--- config.mk ---
export PLATFORM = sky130hd
export DESIGN_NAME = avr_imem_responder
export DESIGN_NICKNAME = d
export VERILOG_FILES = /design/src/rtl/avr_imem_responder.sv
export SDC_FILE = /design/constraint.sdc
export NUM_CORES = 2
export LEC_CHECK = 0
export ABC_AREA = 1
export ABC_CLOCK_PERIOD_IN_PS = 6600
export CAP_MARGIN = 20
export CORE_ASPECT_RATIO = 1.75
export CORE_UTILIZATION = 41
export DETAILED_ROUTE_END_ITERATION = 8
export SYNTH_ARGS = -nofsm -noshare
export SYNTH_HDL_FRONTEND = slang
export SYNTH_MEMORY_MAX_BITS = 65536
export SYNTH_SLANG_ARGS = --single-unit
--- constraint.sdc ---
create_clock -name i_clk -period 6.6 [get_ports i_clk]
set_clock_uncertainty 0.15 [all_clocks]
set_input_delay 1.65 -clock i_clk [delete_from_list [all_inputs] [get_ports i_clk]]
set_output_delay 1.65 -clock i_clk [all_outputs]
set_load 0.05 [all_outputs]
--- src/rtl/avr_imem_responder.sv ---
// avr_imem_responder: program memory with load port and a valid/ready fetch port
// that has one registered read stage feeding a 2-entry response FIFO.
module avr_imem_responder #(
  parameter int AW = 8,
  parameter int DW = 16,
  parameter logic [DW-1:0] NOP_WORD = '0
) (
  input  logic          i_clk,
  input  logic          i_reset,
  input  logic          i_ld_en,
  input  logic [AW-1:0] i_ld_addr,
  input  logic [DW-1:0] i_ld_data,
  input  logic          i_req_valid,
  output logic          o_req_ready,
  input  logic [AW-1:0] i_req_addr,
  output logic          o_rsp_valid,
  input  logic          i_rsp_ready,
  output logic [DW-1:0] o_rsp_data,
  output logic [AW-1:0] o_rsp_addr,
  output logic          o_rsp_err,
  output logic [AW:0]   o_prog_len
);
  logic [DW-1:0] r_mem [2**AW];
  logic [AW:0]   r_len;
  logic          r_s1_v;
  logic [AW-1:0] r_s1_addr;
  logic [DW-1:0] r_fd [2];
  logic [AW-1:0] r_fa [2];
  logic [1:0]    r_fe;
  logic          r_rp, r_wp;
  logic [1:0]    r_cnt;
  logic [1:0]    w_occ;
  logic          w_pop, w_acc, w_err;
  logic [AW:0]   w_ld1;
  assign w_occ       = r_cnt + {1'b0, r_s1_v};
  assign o_rsp_valid = r_cnt != 2'd0;
  assign w_pop       = o_rsp_valid && i_rsp_ready;
  // a full pipeline may still accept when the head is leaving this cycle
  assign o_req_ready = i_reset && !i_ld_en && (w_occ < 2'd2 || (w_occ == 2'd2 && w_pop));
  assign w_acc       = i_req_valid && o_req_ready;
  assign w_err       = {1'b0, r_s1_addr} >= r_len;
  assign w_ld1       = {1'b0, i_ld_addr} + {{AW{1'b0}}, 1'b1};
  assign o_rsp_data  = r_fd[r_rp];
  assign o_rsp_addr  = r_fa[r_rp];
  assign o_rsp_err   = r_fe[r_rp];
  assign o_prog_len  = r_len;
  always_ff @(posedge i_clk) begin
    if (i_ld_en) r_mem[i_ld_addr] <= i_ld_data;
  end
  always_ff @(posedge i_clk) begin
    if (!i_reset) begin
      r_len     <= '0;
      r_s1_v    <= 1'b0;
      r_s1_addr <= '0;
      r_fd[0]   <= '0;
      r_fd[1]   <= '0;
      r_fa[0]   <= '0;
      r_fa[1]   <= '0;
      r_fe      <= '0;
      r_rp      <= 1'b0;
      r_wp      <= 1'b0;
      r_cnt     <= '0;
    end else begin
      if (i_ld_en && w_ld1 > r_len) r_len <= w_ld1;
      r_s1_v <= w_acc;
      if (w_acc) r_s1_addr <= i_req_addr;
      if (r_s1_v) begin
        r_fd[r_wp] <= w_err ? NOP_WORD : r_mem[r_s1_addr];
        r_fa[r_wp] <= r_s1_addr;
        r_fe[r_wp] <= w_err;
        r_wp       <= ~r_wp;
      end
      if (w_pop) r_rp <= ~r_rp;
      r_cnt <= r_cnt + {1'b0, r_s1_v} - {1'b0, w_pop};
    end
  end
endmodule

## Yosys cells after proc, flatten, opt, wreduce, memory -nomap -nowiden

Memories as Yosys holds them, arrays and structs flattened. A register that Yosys moved wholly into a read port is not among the register bits.
Index checks and enable logic that the tools add are counted.

| storage, ports and cells | value |
|---|---|
| input port bits | 37 |
| logic and storage cells | 58 |
| bits in registers | 24 |
| memories | 3 |
| RAM bits | 4,144 |

Memory list:

| name | depth | width | rd ports | clocked after memory_dff | wr ports | RTL line | RTL |
|---|---|---|---|---|---|---|---|
| r_mem | 256 | 16 | 1 | 1 | 1 | 23 | `logic [DW-1:0] r_mem [2**AW];` |
| r_fd | 2 | 16 | 1 | 1 | 2 | 27 | `logic [DW-1:0] r_fd [2];` |
| r_fa | 2 | 8 | 1 | 1 | 2 | 28 | `logic [AW-1:0] r_fa [2];` |

| operators by class | value |
|---|---|
| reduce and logical (&&, ||, !) cells | 12 |
| equality and inequality tests | 1 |
| bitwise gates (word level) | 2 |
| muxes and demuxes | 24 |
| $add $sub $neg | 3 |
| order comparisons | 6 |

Operator list:

| kind | number |
|---|---|
| two-way mux 16 bit | 2 |
| two-way mux 8 bit | 3 |
| two-way mux 1 bit | 17 |
| OR reduction 16 bit | 1 |
| adder 8 x 1 -> 9 bit (second input constant) | 1 |
| >= comparator 8 x 9 -> 1 bit | 1 |
| > comparator 9 bit | 1 |
| OR reduction 8 bit | 1 |
| logical AND 1 bit | 7 |
| < comparator 1 x 2 -> 1 bit (second input constant) | 2 |
| adder 2 x 1 -> 2 bit | 1 |
| bitwise mux 2 bit | 1 |
| == test 2 bit (second input constant) | 1 |
| < comparator 2 bit (second input constant) | 1 |
| NOT 1 bit | 2 |
| nonzero test 2 bit | 1 |
| subtractor 2 x 1 -> 2 bit | 1 |
| demux 1 bit (select 1 bit) | 1 |
| >= comparator 1 bit (second input constant) | 1 |
| logical NOT 1 bit | 1 |
| logical OR 1 bit | 1 |

## Logic depth before layout (Yosys ltp)

| depth | value |
|---|---|
| depth in word-level cells | 8 |
| gate-level depth with buffers | 17 |
| mapped depth without buffers | 15 |

## Least setup slack after synthesis

OpenSTA, ideal clock, no wires.

| timing | value |
|---|---|
| kind | input port to output port |
| start | input i_rsp_ready |
| end | output o_req_ready |
| slack | 2.196 ns |
| data arrival time | 2.604 ns |
| stages on the path | 4 |
| required time | 4.800 ns |
| cell sequence | nand2_1 o21bai_1 nand2_1 nor2_1 |

| between the ends | value |
|---|---|
| word-level cells in the longest chain between the ends | 4 |

RTL lines:

| element | RTL line | RTL |
|---|---|---|
| start: declaration | 17 | `input logic i_rsp_ready,` |
| logical AND 1 bit | 37 | `assign w_pop = o_rsp_valid && i_rsp_ready;` |
| logical AND 1 bit | 39 | `assign o_req_ready = i_reset && !i_ld_en && (w_occ < 2'd2 \|\| (w_occ == 2'd2 && w_pop));` |
| logical OR 1 bit | 39 |  |
| logical AND 1 bit | 39 |  |
| end: declaration | 14 | `output logic o_req_ready,` |

Every way passes these cells.

## Worst setup path in the final report

Ends and elaborated chain as after synthesis.

==> run summary <==
Count of different cell masters after synthesis: 33
Setup crit end: o_req_ready
Critical Path RT: 4.80 ns
Skew-Pair Late Insertion Delay: 0.96 ns
Worst min path class: register to register
Dpl hpwl: 299000 um
Register area share after synthesis: 0.741
Worst-path clk slew: 0.06 ns
CP max FO: 5
Mapped Nets: 13900
Post-cts hold buffer count: 0
GPL Wtd Cong: 0.923
Least-Margin Pin Slew: 1.25 ns
Reg2reg end: r_fd[0][5]
Yosys reg bits: 4177
Area growth syn-to-layout: 11.2%
Fraction of registers with async set/reset: 0
FP Rows: 311
Pin count of the biggest net entering global routing: 189
Hold WS: 0.347 ns
Post-CTS Setup Inserts: 0
Ys flop type: edfxtp_1
Total global routing overflow: 0
H-tree lvl count: 5
RSZ-0062 raised after global routing: no
Avg WL per Cell: 25.8 um
Starting Density: 0.412
NetSw: 14.7 mW
ANT nets after route: 0
Setup TNS: 0 ns
Sequential power share: 0.509
DR vias: 109000
Worst R2R Path Depth: 12
Worst Setup End Kind: output port
Clock sink count: 4177
Pwr/cell area: 307 nW/um2
Crit path from: i_rsp_ready
Die width: 487 um
Hold Vio Cnt, Final: 0
Total track usage: 0.238
Final nets: 13900
Clk root buf: clkbuf_16
Max-Cap Viols: 0
LEAKAGE: 64.2 nW
Core Footprint: 410000 um2
Reg2Reg Setup Slack: 2.19 ns
Max transition margin: 0.165
Arrival @ worst endpoint: 3.50 ns
Sw Share: 0.256
Detail-routed via count per cell: 5.55
DR iter-0 viols: 11900
Power Internal: 42.9 mW
Peak VDD IR: 0.231 mV
Post-CTS resize count: 0
Syn_area_per_cell: 12.2 um2
Clock power share: 0.377
Final Max Tran Viols: 0
Die H: 851 um
Count of input and output buffers: 72
CTS tree: built
First-pass GRT wire length: 723000 um
Fmax: 0.189 GHz
Critical path type: input port to output port
Layout cells sized above 1: 0.0747
Deepest clock path buffer count: 4
Yosys Warn Count: 0
Crit share post-route: 0.803
Vias in the first global route: 105000
Setup-failing EPs final: 0
Die Area: 415000 um2
Worst Setup Start Kind: input port
Drc violations: 0
DR pass1 iterations: 6
Syn Inst Count: 13900
EDFF count, synth: 4144
Mapped Area: 169000 um2
DRT Wirelength: 505000 um
Status: finished clean
Ports: 73
Combinational cell fraction of total power: 0.114
Tmin final: 5.30 ns
Total CTS buffers: 354
Initial antenna violation count: 23
## worst max-delay path, cell delays in order
cell and delay [ns]:
clkdlybuf4s50_1 0.63, nand2_1 0.17, o21bai_1 0.15, nand2_1 0.34
nor2_1 0.31, buf_4 0.25
## worst min-delay path by stage
stage	start	end	cells after the start
after CTS	r_fe[1]	r_fe[1]	2
after detailed placement	r_fe[0]	r_fe[0]	2
after floorplan	r_fe[1]	r_fe[1]	2
after global routing	r_fe[1]	r_fe[1]	2
after global placement	r_wp	r_wp	2
final	r_fe[0]	r_fe[0]	2
## placed cells by master, fill, tap and decap left out, types with 19 or more instances in the layout
cell / n
nand2_1: 4135
nand3_1: 4087
bufinv_16: 50
buf_4: 388
clkbuf_16: 365
inv_1: 55
a21oi_1: 26
clkdlybuf4s50_1: 55
buf_12: 77
nor2_1: 319
o21ai_0: 23
mux2_2: 24
buf_8: 19
clkbuf_1: 61
ha_1: 23
clkinv_2: 51
dfxtp_1: 26
clkinv_1: 70
edfxtp_1: 4144
## synthesized netlist by cell type, types with 7 or more instances
cell type,count,share of area
nand2_1,4145,0.092
inv_1,57,0.0013
nand4_1,7,0.00026
o21ai_0,23,0.00068
buf_2,452,0.013
a21oi_1,26,0.00077
nor2_1,323,0.0072
clkbuf_1,199,0.0044
buf_4,104,0.0046
ha_1,23,0.0017
dfxtp_1,33,0.0039
buf_1,95,0.0021
buf_6,98,0.0065
edfxtp_1,4144,0.74
nor3_1,7,0.00021
nand3_1,4088,0.12
mux2_2,24,0.0016
## flip-flops by register name, indices dropped and copies added, names as in the netlist, named ones only
register and count:
r_fd 32, r_s1_v 1, r_rp 1, r_wp 1, r_cnt 2, r_s1_addr 8
o_prog_len 9, r_mem 4096, r_fe 2, r_fa 16
## cell type report
type | count | area (um2)
Tap cell | 5477 | 6850
Inverter | 61 | 274
Fill cell | 36500 | 222000
Antenna cell | 9 | 22.5
Sequential cell | 4177 | 125000
Clock buffer | 428 | 9390
Timing Repair Buffer | 541 | 5310
Multi-Input combinational cell | 8683 | 38300
Clock inverter | 210 | 2390
## metrics by stage
stage	cell area [um2]	util	setup WS [ns]	instances	total power, mW
2_1_floorplan	169000	-	2.20	13900	33.5
3_3_place_gp	176000	0.429	0.952	18900	36.4
3_5_place_dp	176000	0.429	1.25	18900	36.4
4_1_cts	188000	0.458	1.24	19600	57.9
5_1_grt	188000	0.458	1.25	19600	59.1
6_report	188000	0.458	1.30	19600	57.6
## power by group through the flow
stage / sequential [mW] / combinational [mW] / clock [mW]
after floorplan: 29.9 / 3.63 / 0
after CTS: 29.3 / 6.53 / 22.0
after global routing: 29.3 / 6.95 / 22.9
after detailed placement: 29.9 / 6.52 / 0
final: 29.3 / 6.58 / 21.7
after global placement: 29.9 / 6.45 / 0
## routing by layer
layer	wire, um	vias up	global-route usage
li1	-	49300	-
met1	182000	53900	0.279
met2	253000	4328	0.408
met3	31300	1047	0.0270
met4	38900	10	0.167
met5	65	-	0
## kinds of logic after synthesis
logic type,share of synthesized area
compound gates,0.00180
xor+xnor,0.000311
buf+inv,0.0327
flops,0.741
fa+ha+maj,0.00170
mux,0.00160
simple gates,0.221
(Power assumes the default switching activity.)
